`config.mk`:
```
export PLATFORM = sky130hd
export DESIGN_NAME = cache_set_ctrl_flat
export DESIGN_NICKNAME = d
export VERILOG_FILES = /design/src/rtl/cache_set_if.sv /design/src/rtl/cache_set_ctrl.sv /design/src/flat_wrapper.sv
export SDC_FILE = /design/constraint.sdc
export NUM_CORES = 1
export LEC_CHECK = 0
export ABC_CLOCK_PERIOD_IN_PS = 5100
export CORE_MARGIN = 3
export CORE_UTILIZATION = 51
export DETAILED_ROUTE_END_ITERATION = 16
export PLACE_DENSITY = 0.86
export REMOVE_ABC_BUFFERS = 1
export SLEW_MARGIN = 20
export SYNTH_ARGS = -nofsm -noshare
export SYNTH_HDL_FRONTEND = slang
export SYNTH_SLANG_ARGS = --single-unit
```
`constraint.sdc`:
```
create_clock -name clk -period 5.1 [get_ports clk]
set_clock_uncertainty 0.15 [all_clocks]
set_input_delay 0.51 -clock clk [delete_from_list [all_inputs] [get_ports clk]]
set_output_delay 0.51 -clock clk [all_outputs]
set_load 0.01 [all_outputs]
```
`src/rtl/cache_set_if.sv`:
```
// Request/response bus between a requester and the cache set controller.
interface cache_set_if #(
    parameter int TAG_W = 8
);
    localparam int DATA_W = 16;

    logic              req_valid;
    logic              req_write;
    logic [TAG_W-1:0]  req_tag;
    logic [DATA_W-1:0] req_data;
    logic              req_ready;
    logic              resp_valid;
    logic              resp_hit;
    logic              resp_err;
    logic [DATA_W-1:0] resp_data;

    modport master (
        output req_valid, req_write, req_tag, req_data,
        input  req_ready, resp_valid, resp_hit, resp_err, resp_data
    );

    modport slave (
        input  req_valid, req_write, req_tag, req_data,
        output req_ready, resp_valid, resp_hit, resp_err, resp_data
    );
endinterface

```
`src/rtl/cache_set_ctrl.sv`:
```
// Sequencing controller for one cache set: tag lookup, victim selection and the
// enable/ack handshake to the per-way 16-bit storage blocks.
module cache_set_ctrl #(
    parameter int WAYS        = 2,
    parameter int TAG_W       = 8,
    parameter int ACK_TIMEOUT = 15
) (
    input  logic                 clk,
    input  logic                 rst,
    cache_set_if.slave           bus,
    output logic [WAYS-1:0]      blk_enable,
    output logic                 blk_write,
    output logic [15:0]          blk_data_in,
    input  logic [16*WAYS-1:0]   blk_data_out,
    input  logic [WAYS-1:0]      blk_ack
);
    localparam int DATA_W = 16;
    localparam int IW     = (WAYS > 1) ? $clog2(WAYS) : 1;
    localparam int CW     = $clog2(ACK_TIMEOUT + 1);

    typedef enum logic [1:0] {IDLE, ACCESS, WAIT_ACK, RESP} state_t;

    state_t state, state_nxt;

    logic [WAYS-1:0]   valid;
    logic [TAG_W-1:0]  tags [WAYS];
    logic [IW-1:0]     ptr;
    logic [CW-1:0]     cnt;

    logic              wr_q;
    logic [TAG_W-1:0]  tag_q;
    logic [DATA_W-1:0] wdata_q;
    logic [DATA_W-1:0] rdata_q;
    logic [IW-1:0]     way_q;
    logic              hit_q;
    logic              vict_q;
    logic              err_q;

    logic              match_found;
    logic              inv_found;
    logic [IW-1:0]     match_way;
    logic [IW-1:0]     inv_way;
    logic              ack_sel;
    logic [DATA_W-1:0] rd_sel;
    logic              timeout;

    // Descending scan so the lowest-index candidate is the one that sticks.
    always_comb begin
        match_found = 1'b0;
        inv_found   = 1'b0;
        match_way   = '0;
        inv_way     = '0;
        for (int i = WAYS - 1; i >= 0; i--) begin
            if (valid[i] && (tags[i] == tag_q)) begin
                match_found = 1'b1;
                match_way   = IW'(i);
            end
            if (!valid[i]) begin
                inv_found = 1'b1;
                inv_way   = IW'(i);
            end
        end
    end

    assign ack_sel = blk_ack[way_q];
    assign rd_sel  = blk_data_out[way_q*DATA_W +: DATA_W];
    assign timeout = (cnt == CW'(ACK_TIMEOUT - 1));

    always_ff @(posedge clk) begin
        if (rst) state <= IDLE;
        else     state <= state_nxt;
    end

    always_comb begin
        state_nxt      = state;
        bus.req_ready  = 1'b0;
        bus.resp_valid = 1'b0;
        bus.resp_hit   = 1'b0;
        bus.resp_err   = 1'b0;
        bus.resp_data  = '0;
        blk_enable     = '0;
        blk_write      = 1'b0;
        blk_data_in    = '0;
        case (state)
            IDLE: begin
                bus.req_ready = 1'b1;
                if (bus.req_valid) state_nxt = ACCESS;
            end
            ACCESS: begin
                if (!wr_q && !match_found) begin
                    state_nxt = RESP;
                end else begin
                    // Setup cycle: strobe and data settle before the enable rises.
                    blk_write   = wr_q;
                    blk_data_in = wr_q ? wdata_q : '0;
                    state_nxt   = WAIT_ACK;
                end
            end
            WAIT_ACK: begin
                blk_enable[way_q] = 1'b1;
                blk_write         = wr_q;
                blk_data_in       = wr_q ? wdata_q : '0;
                if (ack_sel || timeout) state_nxt = RESP;
            end
            RESP: begin
                bus.resp_valid = 1'b1;
                bus.resp_hit   = hit_q;
                bus.resp_err   = err_q;
                bus.resp_data  = rdata_q;
                state_nxt      = IDLE;
            end
            default: state_nxt = IDLE;
        endcase
    end

    always_ff @(posedge clk) begin
        if (rst) begin
            valid  <= '0;
            ptr    <= '0;
            cnt    <= '0;
            wr_q   <= 1'b0;
            way_q  <= '0;
            hit_q  <= 1'b0;
            vict_q <= 1'b0;
            err_q  <= 1'b0;
            for (int i = 0; i < WAYS; i++) tags[i] <= '0;
        end else begin
            case (state)
                IDLE: begin
                    if (bus.req_valid) begin
                        wr_q    <= bus.req_write;
                        tag_q   <= bus.req_tag;
                        wdata_q <= bus.req_data;
                    end
                end
                ACCESS: begin
                    hit_q   <= match_found;
                    err_q   <= 1'b0;
                    rdata_q <= '0;
                    cnt     <= '0;
                    vict_q  <= !match_found && !inv_found;
                    if (match_found)    way_q <= match_way;
                    else if (inv_found) way_q <= inv_way;
                    else                way_q <= ptr;
                end
                WAIT_ACK: begin
                    if (ack_sel) begin
                        if (!wr_q) rdata_q <= rd_sel;
                        if (wr_q && !hit_q) begin
                            tags[way_q]  <= tag_q;
                            valid[way_q] <= 1'b1;
                            if (vict_q) ptr <= (ptr == IW'(WAYS - 1)) ? '0 : ptr + 1'b1;
                        end
                    end else if (timeout) begin
                        err_q <= 1'b1;
                    end else begin
                        cnt <= cnt + 1'b1;
                    end
                end
                RESP: cnt <= '0;
                default: ;
            endcase
        end
    end
endmodule
```
`src/flat_wrapper.sv`:
```
// flat-port wrapper written by rule: the top's interface ports become plain ports
module cache_set_ctrl_flat 
#(
    parameter int WAYS        = 2,
    parameter int TAG_W       = 8,
    parameter int ACK_TIMEOUT = 15
)
  (clk, rst, blk_enable, blk_write, blk_data_in, blk_data_out, blk_ack, bus_req_valid, bus_req_write, bus_req_tag, bus_req_data, bus_req_ready, bus_resp_valid, bus_resp_hit, bus_resp_err, bus_resp_data);
  cache_set_if #(.TAG_W(TAG_W)) bus_i ();
  input  logic clk;
  input  logic rst;
  output logic [WAYS-1:0] blk_enable;
  output logic blk_write;
  output logic [15:0] blk_data_in;
  input  logic [16*WAYS-1:0] blk_data_out;
  input  logic [WAYS-1:0] blk_ack;
  input wire logic [$bits(bus_i.req_valid)-1:0] bus_req_valid;
  input wire logic [$bits(bus_i.req_write)-1:0] bus_req_write;
  input wire logic [$bits(bus_i.req_tag)-1:0] bus_req_tag;
  input wire logic [$bits(bus_i.req_data)-1:0] bus_req_data;
  output wire logic [$bits(bus_i.req_ready)-1:0] bus_req_ready;
  output wire logic [$bits(bus_i.resp_valid)-1:0] bus_resp_valid;
  output wire logic [$bits(bus_i.resp_hit)-1:0] bus_resp_hit;
  output wire logic [$bits(bus_i.resp_err)-1:0] bus_resp_err;
  output wire logic [$bits(bus_i.resp_data)-1:0] bus_resp_data;
  assign bus_i.req_valid = bus_req_valid;
  assign bus_i.req_write = bus_req_write;
  assign bus_i.req_tag = bus_req_tag;
  assign bus_i.req_data = bus_req_data;
  assign bus_req_ready = bus_i.req_ready;
  assign bus_resp_valid = bus_i.resp_valid;
  assign bus_resp_hit = bus_i.resp_hit;
  assign bus_resp_err = bus_i.resp_err;
  assign bus_resp_data = bus_i.resp_data;
  cache_set_ctrl #(.WAYS(WAYS), .TAG_W(TAG_W), .ACK_TIMEOUT(ACK_TIMEOUT)) u_core (.clk(clk), .rst(rst), .bus(bus_i), .blk_enable(blk_enable), .blk_write(blk_write), .blk_data_in(blk_data_in), .blk_data_out(blk_data_out), .blk_ack(blk_ack));
endmodule
```
Word level (Yosys, flattened, before mapping) --
Memory sizes are Yosys's and may differ from the RTL's. Cells that the tools add are included.
Operators by class: add/sub/neg operators 2, magnitude comparators 2, eq/ne operators 13, shifts and indexed selects 1, mux-type cells 47, bitwise operators 2, reduce and logical (&&, ||, !) cells 24
Operators by type and width (number):
- $mux 16 | 5
- $pmux 16 s2 | 2
- $shiftx 32x6->16 | 1
- $mux 1 | 29
- $eq 8x8->1 | 2
- $reduce_and 3->1 | 4
- $mux 4 | 2
- $mux 8 | 1
- $ne 2x2->1 const B | 4
- $pmux 2 s4 | 1
- $pmux 4 s2 | 1
- $reduce_and 4->1 | 2
- $reduce_or 8->1 | 1
- $logic_and 1x1->1 | 6
- $mux 2 | 3
- $ne 2x1->1 const B | 3
- $add 4x1->4 const B | 1
- $eq 2x2->1 const B | 2
- $eq 4x4->1 const B | 1
- $logic_not 1->1 | 4
- $pmux 1 s2 | 2
- $reduce_and 2->1 | 2
- $reduce_bool 2->1 | 2
- $eq 2x1->1 const B | 1
- other kinds (9) | 9
Word-level totals: register bits after elaboration 54, RAM bits 16, output and inout bits 39, memories 1
Memory list:
- u_core.tags | depth 2, bits a word 8, rd ports 2, clocked after memory_dff 0, wr ports 2, line cache_set_ctrl.sv:26 | logic [TAG_W-1:0] tags [WAYS];

Longest topological paths before layout --
Gate-level depths: netlist of the first run.
depth after elaboration 9, depth in mapped cells 6, mapped depth without buffers 6

Worst setup path before layout of the first run --
No wires, ideal clock.
path kind register to register, from register u_core.state[0], to register u_core.tag_q[0], enable pin, arrival 2.056 ns, required time 4.545 ns, path slack 2.489 ns, stages on the path, launching flop included 6, cells stage by stage dfxtp_1 -> inv_1 -> ha_1 -> clkbuf_1 -> nand2_1 -> nor2_1
Between the ends: longest elaborated chain between the ends 2
RTL lines:
- start, declared | line cache_set_ctrl.sv:23 | state_t state, state_nxt;
- start signal, assigned | line cache_set_ctrl.sv:71 | else state <= state_nxt;
- $logic_not 2->1 | line cache_set_ctrl.sv:128 | case (state)
- $reduce_and 3->1 (no line)
- end signal, assigned | line cache_set_ctrl.sv:132 | tag_q <= bus.req_tag;
- end, declared | line cache_set_ctrl.sv:31 | logic [TAG_W-1:0] tag_q;
Every way passes these cells. A chain may end at the register's enable or synchronous reset.

Final worst setup path of the first run --
from register u_core.state[0], to output blk_data_in[7]
Between the ends: longest elaborated chain between the ends 2, elaborated cells between the ends (all ways) 3, those cells by class 2 x eq/ne; 1 x mux
RTL lines:
- $eq 2x2->1 / $eq 2x1->1 (equally long branches) | line cache_set_ctrl.sv:84 | case (state)
- $pmux 16 s2 (*) | line cache_set_ctrl.sv:84
- end, declared | line flat_wrapper.sv:14 | output logic [15:0] blk_data_in;
Every way passes the cells marked *; elsewhere a longest branch is shown, timed or not.

==> impl_metrics.yaml, run 1 <==
run_status:
  status: "finished, final reports clean"
power:
  p_sw_share_pct: 28.03
  pwr-share-seq_pct: 45.7
  p_comb_share_pct: 25.4
  power_density_nw_per_um2: 362.0
  p_clk_share_pct: 28.9
  ir_drop_v: 0.0003270
  p_int_mw: 1.199
  p_leak_nw: 1.605
  p_switching_mw: 0.4671
final_layout:
  syn_to_final_growth_pct: 38.36
  nets: 434
  drive_above_1_share_pct: 6.739
  diodes: 0
cts:
  ctsResizeCount: 0
  hold_buffers: 0
  worstSkewPairLatency_ns: 0.34
  tritoncts: "built"
  cts.clk_slew.worst_paths_ns: 0.07
  cts.sinks: 70
  ctsRootBufferMaster: "clkbuf_8"
  clock_path_buffers: 2
  cts_inserted_buffers: 9
  htree_levels: 3
  post_cts_buffers: 0
global_route:
  grt_max_degree: 28
  grtUsageMet1_pct: 24.24
  grt_use_met2_pct: 33.10
  antenna_found_initial: 0
  grt.total_usage_pct: 19.87
  grt_overflow_total: 0
  grt_pass1_wl_mm: 11.27
  use_met3_pct: 5.323
  top_usage_layer: "met2"
  grt_pass1_vias: 2241
sta:
  max_freq_mhz: 295.2
  setup_ws_ns: 1.713
  rsz0062_at_grt: "no"
  maxSlewHeadroom_pct: 47.93
  drv_slew: 0
  whs_ns: 0.3217
  finalCriticalPeriod_ns: 3.387
  finalHoldViolations: 0
  setup_violations: 0
  setup_tns_ns: 0
  fin_crit_sh_pct: 66.41
  max_slew.worst_pin.slew_ns: 0.7759
route:
  wl_per_cell_um: 16.04
  drt_first_pass_iters: 4
  viasPerCell: 5.173
  post-route-drc-count: 0
  num_vias: 2307
  wl_mm: 7.156
  drt-initial-drc-count: 176
  antenna_left: 0
synthesis:
  synth-seq-cells: 70
  synth_async_sr_flop_share_pct: 0
  synth.area.top_cells: "edfxtp_1, and2_1, dfxtp_1"
  synthesis.area_um2: 3327
  syn_inst: 265
  synthFlopType: "edfxtp_1"
  synth.distinct_cells: 44
  synth.top_cell.area_share_pct: 50.55
  yosys.area.top_type: "edfxtp_1"
  yosysWarnings: 0
  synth_edf_count: 56
  ys_seq_area_share_pct: 58.97
  syn_area_per_cell_um2: 12.55
floorplanning:
  dieArea_um2: 7528
  start_util_pct: 54.27
  pin_count: 101
  fp.dieH_um: 86.77
  row_count: 28
  fp.dieW_um: 86.77
  core-area_um2: 6131
critical_path:
  cp_max_fo: 27
  end_kind: "output port"
  cp.arrival_ns: 2.73
  crit_type: "reg2out"
  cp-start-kind: "flop"
  required_ns: 4.44
placed_design:
  dp_hpwl_mm: 5.099
  dp_worst_setup_slack_ns: 2.110
  port_buffers: 100
  place_congestion: 0.7906
worst_hold_path:
  hold_class: "reg2reg"
run:
  maxCapViolations: 0
-- synth_stat cells, types with 5 or more instances --
library cell	count
and2_1	52
edfxtp_1	56
nand2_1	6
clkbuf_1	9
nand3_1	5
dfxtp_1	14
inv_1	5
xnor2_1	15
a21oi_1	7
ha_1	6
mux2i_1	17
nor2b_1	19
nor2_1	7
-- per-layer routing --
metal	part of all wire [%]	vias to the layer above	routed length, um
met4	1.0	0	73
met5	0	-	0
met1	40	1075	2878
li1	-	1140	-
met2	51	86	3675
met3	7.4	6	529
-- power groups by stage --
stage / Sequential, mW / Combinational, mW / Clock, mW
6_report: 0.762 / 0.423 / 0.482
5_1_grt: 0.771 / 0.459 / 0.518
4_1_cts: 0.761 / 0.423 / 0.491
3_5_place_dp: 0.773 / 0.417 / 0
3_3_place_gp: 0.770 / 0.406 / 0
2_1_floorplan: 0.760 / 0.243 / 0
-- placed cells by master, fill, tap and decap left out, types with 3 or more instances in the layout --
cell / n
clkdlybuf4s50_1: 100
nand2_1: 6
nand4_1: 3
xnor2_1: 15
inv_1: 5
nor2b_1: 19
clkbuf_8: 9
nand3_1: 5
a21oi_1: 7
dfxtp_1: 14
nand2b_1: 3
o21ai_1: 3
mux2i_1: 17
ha_1: 6
o31ai_1: 3
and2_1: 52
nor2_1: 6
edfxtp_1: 56
-- worst paths after layout --
check	slack, ns	from	cells after the start	end
setup / recovery	1.71	u_core.state[0]$_SDFFE_PP0P_	5	blk_data_in[7]
hold / removal	0.32	u_core.vict_q$_SDFFE_PP0P_	2	u_core.vict_q$_SDFFE_PP0P_
setup reg to reg	2.19	u_core.state[0]$_SDFFE_PP0P_	5	u_core.tags[1][1]$_SDFFCE_PN0P_
hold reg to reg	0.32	u_core.vict_q$_SDFFE_PP0P_	2	u_core.vict_q$_SDFFE_PP0P_
-- sequential cells by signal (all words and copies together), names as in the netlist --
signal and cells:
u_core.ptr 1, u_core.way_q 1, u_core.wr_q 1, u_core.tags 16, u_core.vict_q 1, u_core.err_q 1
u_core.rdata_q 16, u_core.cnt 4, u_core.state 2, u_core.valid 2, u_core.hit_q 1, u_core.wdata_q 16
u_core.tag_q 8
-- critical path, stage by stage, from the launching register on --
cell             delay (ns)
dfxtp_1                0.35
inv_1                  0.16
ha_1                   0.68
o211a_2                0.45
and2_1                 0.19
clkdlybuf4s50_1        0.56
-- cell type report --
cell class	count	area (um2)
clock buffers	10	127.6
clock inverters	6	86.33
fillers	402	1528
inverters	5	18.77
multi-input cells	178	1299
flip-flops and latches	70	1962
well taps	75	93.84
repair buffers	102	1016
-- cell families (layout without fill, tap and decap cells) --
family | after synthesis | count (layout) | synth area share [%]
compound gates | 26 | 26 | 5.641
xor+xnor | 17 | 17 | 4.476
fa+ha+maj | 6 | 6 | 2.256
buf+inv | 17 | 123 | 2.219
flops | 70 | 70 | 58.97
mux | 20 | 20 | 6.468
simple gates | 109 | 109 | 19.97
-- stage by stage --
step | power [mW] | instance area, um2 | std cells | util, %
after CTS | 1.675 | 4598 | 446 | 75.00
after global placement | 1.176 | 4384 | 430 | 71.51
final | 1.666 | 4603 | 446 | 75.08
after floorplan | 1.004 | 3272 | 253 | -
after detailed placement | 1.190 | 4384 | 430 | 71.51
after global routing | 1.748 | 4603 | 446 | 75.08
Note: power is estimated with default switching activity, not from simulation.
==> run 2, diff against run 1 <==
--- a/config.mk
+++ b/config.mk
@@ -5,11 +5,11 @@
 export SDC_FILE = /design/constraint.sdc
 export NUM_CORES = 1
 export LEC_CHECK = 0
-export ABC_CLOCK_PERIOD_IN_PS = 5100
+export ABC_CLOCK_PERIOD_IN_PS = 3000
 export CORE_MARGIN = 3
-export CORE_UTILIZATION = 51
+export CORE_UTILIZATION = 42
 export DETAILED_ROUTE_END_ITERATION = 16
-export PLACE_DENSITY = 0.86
+export PLACE_DENSITY = 0.76
 export REMOVE_ABC_BUFFERS = 1
 export SLEW_MARGIN = 20
 export SYNTH_ARGS = -nofsm -noshare
==> constraint.sdc (replaced) <==
create_clock -name clk -period 3 [get_ports clk]
set_clock_uncertainty 0.15 [all_clocks]
set_input_delay 0.3 -clock clk [delete_from_list [all_inputs] [get_ports clk]]
set_output_delay 0.3 -clock clk [all_outputs]
set_load 0.01 [all_outputs]
==> run 2 against run 1 <==
Compared with the run above: routed wire length down 4.2%; cell area up 1.4%; non-clock buffer count up 4; die area up 20%; combinational power up 68%; utilization down 13 points; setup slack worse by 1.4 ns; register-to-register slack worse by 1.4 ns; critical path type unchanged; critical endpoint is now blk_data_in[14]; largest cell class unchanged.
==> impl_metrics.yaml, run 2 (synthesized netlist as in run 1, its figures left out) <==
run_status:
  status: "finished, final reports clean"
floorplanning:
  start_util_pct: 44.44
  fp.dieH_um: 95
  pin_count: 101
  row_count: 31
  core-area_um2: 7486
  fp.dieW_um: 95
  dieArea_um2: 9025
cts:
  cts.sinks: 70
  ctsResizeCount: 0
  worstSkewPairLatency_ns: 0.34
  ctsRootBufferMaster: "clkbuf_8"
  htree_levels: 3
  post_cts_buffers: 0
  clock_path_buffers: 2
  tritoncts: "built"
  cts_inserted_buffers: 9
  hold_buffers: 0
  cts.clk_slew.worst_paths_ns: 0.07
power:
  p_sw_share_pct: 27.15
  p_comb_share_pct: 25.1
  p_switching_mw: 0.7701
  power_density_nw_per_um2: 607.9
  p_int_mw: 2.067
  p_leak_nw: 1.629
  pwr-share-seq_pct: 45.4
  ir_drop_v: 0.0004353
  p_clk_share_pct: 29.5
final_layout:
  drive_above_1_share_pct: 7.733
  nFillCells: 602
  syn_to_final_growth_pct: 40.28
  diodes: 0
  final_common_cell: "clkdlybuf4s50_1"
  fin_util_pct: 62.34
  mostFrequentLayoutCells: "clkdlybuf4s50_1, edfxtp_1, and2_1"
  largestRegisters: "u_core.rdata_q (16), u_core.tags (16), u_core.wdata_q (16)"
  nets: 438
sta:
  drv_slew: 0
  maxSlewHeadroom_pct: 47.57
  max_freq_mhz: 369.9
  finalHoldViolations: 0
  finalCriticalPeriod_ns: 2.704
  max_slew.worst_pin.slew_ns: 0.7812
  rsz0062_at_grt: "no"
  fin_crit_sh_pct: 90.12
  setup_violations: 0
  whs_ns: 0.3052
  setup_tns_ns: 0
route:
  wl_mm: 6.857
  viasPerCell: 4.890
  drt_first_pass_iters: 4
  post-route-drc-count: 0
  antenna_left: 0
  num_vias: 2318
  wl_per_cell_um: 14.47
  drt-initial-drc-count: 126
run:
  maxCapViolations: 0
global_route:
  grt.total_usage_pct: 15.69
  grt_pass1_wl_mm: 10.83
  grt_max_degree: 25
  grt_pass1_vias: 2340
  antenna_found_initial: 0
  grt_overflow_total: 0
critical_path:
  crit_type: "reg2out"
  required_ns: 2.55
  cp.arrival_ns: 2.25
  end_kind: "output port"
  cp-start-kind: "flop"
  cp_max_fo: 17
placed_design:
  place_congestion: 0.7676
  port_buffers: 100
  dp_hpwl_mm: 4.902
worst_hold_path:
  hold_class: "reg2reg"
-- run 2: area by class of cell --
type / count / area, um2 / area share [%]
flip-flops and latches: 70 / 1962 / 42.04
multi-input cells: 178 / 1294 / 27.72
repair buffers: 106 / 1046 / 22.41
clock buffers: 10 / 137.6 / 2.949
well taps: 99 / 123.9 / 2.654
clock inverters: 6 / 85.08 / 1.823
inverters: 5 / 18.77 / 0.4021
-- run 2: worst max-delay path, stage by stage, from the launching register on --
cell	delay (ns)
dfxtp_1	0.34
inv_1	0.14
ha_1	0.33
o211a_2	0.38
and2_1	0.19
clkdlybuf4s50_1	0.54
-- run 2: per-stage QoR --
stage                     std cells  setup slack (ns)  cell area (um2)  total power [mW]
after floorplan                 253            0.2032             3272             1.706
after global placement          458            0.6358             4444             2.007
after detailed placement        458            0.5664             4444             2.032
after CTS                       474            0.2818             4667             2.870
after global routing            474            0.1272             4667             3.007
final                           474            0.2965             4667             2.837
-- run 2: path summary, 6_finish.rpt --
kind                            cells past startpoint                         endpoint  slack [ns]                          from
worst max register to register                      4  u_core.tags[0][0]$_SDFFCE_PN0P_        0.81  u_core.state[0]$_SDFFE_PP0P_
worst min register to register                      2       u_core.vict_q$_SDFFE_PP0P_        0.31    u_core.vict_q$_SDFFE_PP0P_
worst min-delay path                                2       u_core.vict_q$_SDFFE_PP0P_        0.31    u_core.vict_q$_SDFFE_PP0P_
worst max-delay path                                5                  blk_data_in[14]        0.30  u_core.state[0]$_SDFFE_PP0P_
-- run 2: power groups by stage --
| stage | clock [mW] | combinational [mW] | sequential [mW] |
|---|---|---|---|
| after floorplan | 0 | 0.414 | 1.29 |
| after global placement | 0 | 0.702 | 1.30 |
| after detailed placement | 0 | 0.720 | 1.31 |
| after CTS | 0.856 | 0.723 | 1.29 |
| after global routing | 0.909 | 0.791 | 1.31 |
| final | 0.836 | 0.712 | 1.29 |
-- run 2: per-layer routing --
| metal | part of all wire [%] | global-route usage, % | wire length, um |
|---|---|---|---|
| met5 | 0 | 0 | 0 |
| met3 | 10 | 5.020 | 706 |
| met1 | 44 | 19.18 | 3007 |
| met2 | 44 | 25.37 | 3026 |
| met4 | 1.7 | 6.971 | 116 |
==> run 3, diff against run 2 <==
--- a/config.mk
+++ b/config.mk
@@ -6,10 +6,14 @@
 export NUM_CORES = 1
 export LEC_CHECK = 0
 export ABC_CLOCK_PERIOD_IN_PS = 3000
+export CELL_PAD_IN_SITES_DETAIL_PLACEMENT = 0
+export CELL_PAD_IN_SITES_GLOBAL_PLACEMENT = 1
 export CORE_MARGIN = 3
-export CORE_UTILIZATION = 42
+export CORE_UTILIZATION = 33
 export DETAILED_ROUTE_END_ITERATION = 16
-export PLACE_DENSITY = 0.76
+export GPL_ROUTABILITY_DRIVEN = 0
+export PLACE_DENSITY_LB_ADDON = 0.1
+export RECOVER_POWER = 100
 export REMOVE_ABC_BUFFERS = 1
 export SLEW_MARGIN = 20
 export SYNTH_ARGS = -nofsm -noshare
==> run 3 against run 2 <==
Compared with the run above: cell count grew 7.4%; clock-buffer cell count is 1 lower; sequential share of layout area fell by 0.20 points; flip-flop and latch count unchanged; cell area increased by 0.48%.
==> impl_metrics.yaml, run 3 (synthesized netlist as in run 1, its figures left out) <==
run_status:
  status: "finished, final reports clean"
critical_path:
  required_ns: 2.55
  rr_worst_depth: 6
  cp-start-kind: "flop"
  cp.arrival_ns: 2.32
  path_cells: "inv_1, ha_1, o211a_2, and2_1, dlygate4sd3_1"
  end_kind: "output port"
  cpMaxStageDelayCell: "dlygate4sd3_1"
  crit_type: "reg2out"
  cp_max_fo: 17
  cpPeakStageDelay_ns: 0.61
route:
  num_vias: 2264
  wl_per_cell_um: 13.72
  wl_mm: 6.984
  wl_met2_mm: 3.205
  post-route-drc-count: 0
  dr_wl_met3_um: 433
  drt_first_pass_iters: 4
  antenna_left: 0
  wl_met1_mm: 3.256
  viasPerCell: 4.448
  drt-initial-drc-count: 66
  dr.max_layer_used: "met4"
cts:
  hold_buffers: 0
  ctsRootBufferMaster: "clkbuf_8"
  cts.clk_slew.worst_paths_ns: 0.09
  tritoncts: "built"
  htree_levels: 3
  post_cts_buffers: 0
  cts_inserted_buffers: 9
  ctsResizeCount: 0
  clock_path_buffers: 2
  cts.sinks: 70
  worstSkewPairLatency_ns: 0.34
floorplanning:
  row_count: 36
  dieArea_um2: 11320
  fp.dieW_um: 106.4
  fp.dieH_um: 106.4
  core-area_um2: 9774
  pin_count: 101
  start_util_pct: 34.04
sta:
  fin_crit_sh_pct: 92.41
  setup_tns_ns: 0
  finalCriticalPeriod_ns: 2.772
  drv_slew: 0
  rsz0062_at_grt: "no"
  finalHoldViolations: 0
  maxSlewHeadroom_pct: 26.41
  setup_violations: 0
  max_freq_mhz: 360.7
  max_slew.worst_pin.slew_ns: 1.092
placed_design:
  dp_hpwl_mm: 5.052
  port_buffers: 100
  placed_area_um2: 4498
  dp_cells: 493
final_layout:
  drive_above_1_share_pct: 6.117
  largestRegisters: "u_core.rdata_q (16), u_core.tags (16), u_core.wdata_q (16)"
  final_common_cell: "edfxtp_1"
  syn_to_final_growth_pct: 40.96
  final_cells: 509
  fin_area_um2: 4690
  mostFrequentLayoutCells: "edfxtp_1, clkdlybuf4s50_1, dlygate4sd3_1"
  diodes: 0
  nets: 439
  nFillCells: 930
global_route:
  grt_overflow_total: 0
  grt_max_degree: 26
  grt.total_usage_pct: 12.68
  antenna_found_initial: 0
  grt_pass1_vias: 2247
  grt_pass1_wl_mm: 11.43
worst_hold_path:
  whs_path_depth: 2
  hold_class: "reg2reg"
power:
  power_density_nw_per_um2: 614.0
  power.total_mw: 2.879
  ir_drop_v: 0.0003252
  p_leak_nw: 1.674
run:
  maxCapViolations: 0
[run 3: changes by cell type in the layout (fill, tap and decap cells not counted), sizes merged]
| cell | previous run | this run |
|---|---|---|
| dlygate4sd3 | 0 | 45 |
| clkinv | 3 | 4 |
| clkdlybuf4s50 | 100 | 55 |
| clkbuf | 10 | 13 |
| clkinvlp | 1 | 0 |
| bufinv | 2 | 3 |
| buf | 6 | 3 |
[run 3: metrics by stage]
| stage | util (%) | setup slack, ns | hold WS (ns) |
|---|---|---|---|
| 3_5_place_dp | 46.02 | 0.6173 | 0.3090 |
| 6_report | 47.98 | 0.2276 | 0.3362 |
| 2_1_floorplan | - | 0.2032 | 0.2162 |
| 5_1_grt | 47.98 | 0.04983 | 0.3502 |
| 4_1_cts | 48.44 | 0.2162 | 0.3216 |
| 3_3_place_gp | 46.02 | 0.6478 | 0.2904 |
[run 3: worst paths after layout]
| path | from | endpoint | slack, ns |
|---|---|---|---|
| worst max-delay path | u_core.state[1]$_SDFFE_PP0P_ | blk_data_in[8] | 0.23 |
| worst min-delay path | u_core.vict_q$_SDFFE_PP0P_ | u_core.vict_q$_SDFFE_PP0P_ | 0.34 |
| worst min register to register | u_core.vict_q$_SDFFE_PP0P_ | u_core.vict_q$_SDFFE_PP0P_ | 0.34 |
| worst max register to register | u_core.state[0]$_SDFFE_PP0P_ | u_core.rdata_q[14]$_SDFFCE_PN0P_ | 0.50 |
[run 3: routing by layer]
layer | track usage [%] | up-vias
met5 | 0 | -
met4 | 4.440 | 0
met3 | 3.582 | 7
met2 | 19.59 | 67
met1 | 17.07 | 1036
li1 | - | 1154
[run 3: power breakdown]
part | switching, mW | internal (mW)
Combinational | 0.356 | 0.332
Clock | 0.355 | 0.548
Sequential | 0.0676 | 1.22
[run 3: layout make-up]
type | instances | area [um2] | area share, %
inverter | 5 | 18.77 | 0.4002
sequential | 70 | 1962 | 41.84
tap | 133 | 166.4 | 3.549
clock buffer | 9 | 123.9 | 2.641
timing repair buffer | 107 | 1041 | 22.20
clock inverter | 7 | 112.6 | 2.401
multi-input combinational | 178 | 1265 | 26.97
[run 3: critical path: cells and delay by family (launching register included)]
kind                       cells  cell delay [ns]
buffers and inverters          2             0.69
adders and majority gates      1             0.30
AOI/OAI and AO/OA              1             0.40
and+or+nand+nor                1             0.19
DFF                            1             0.41
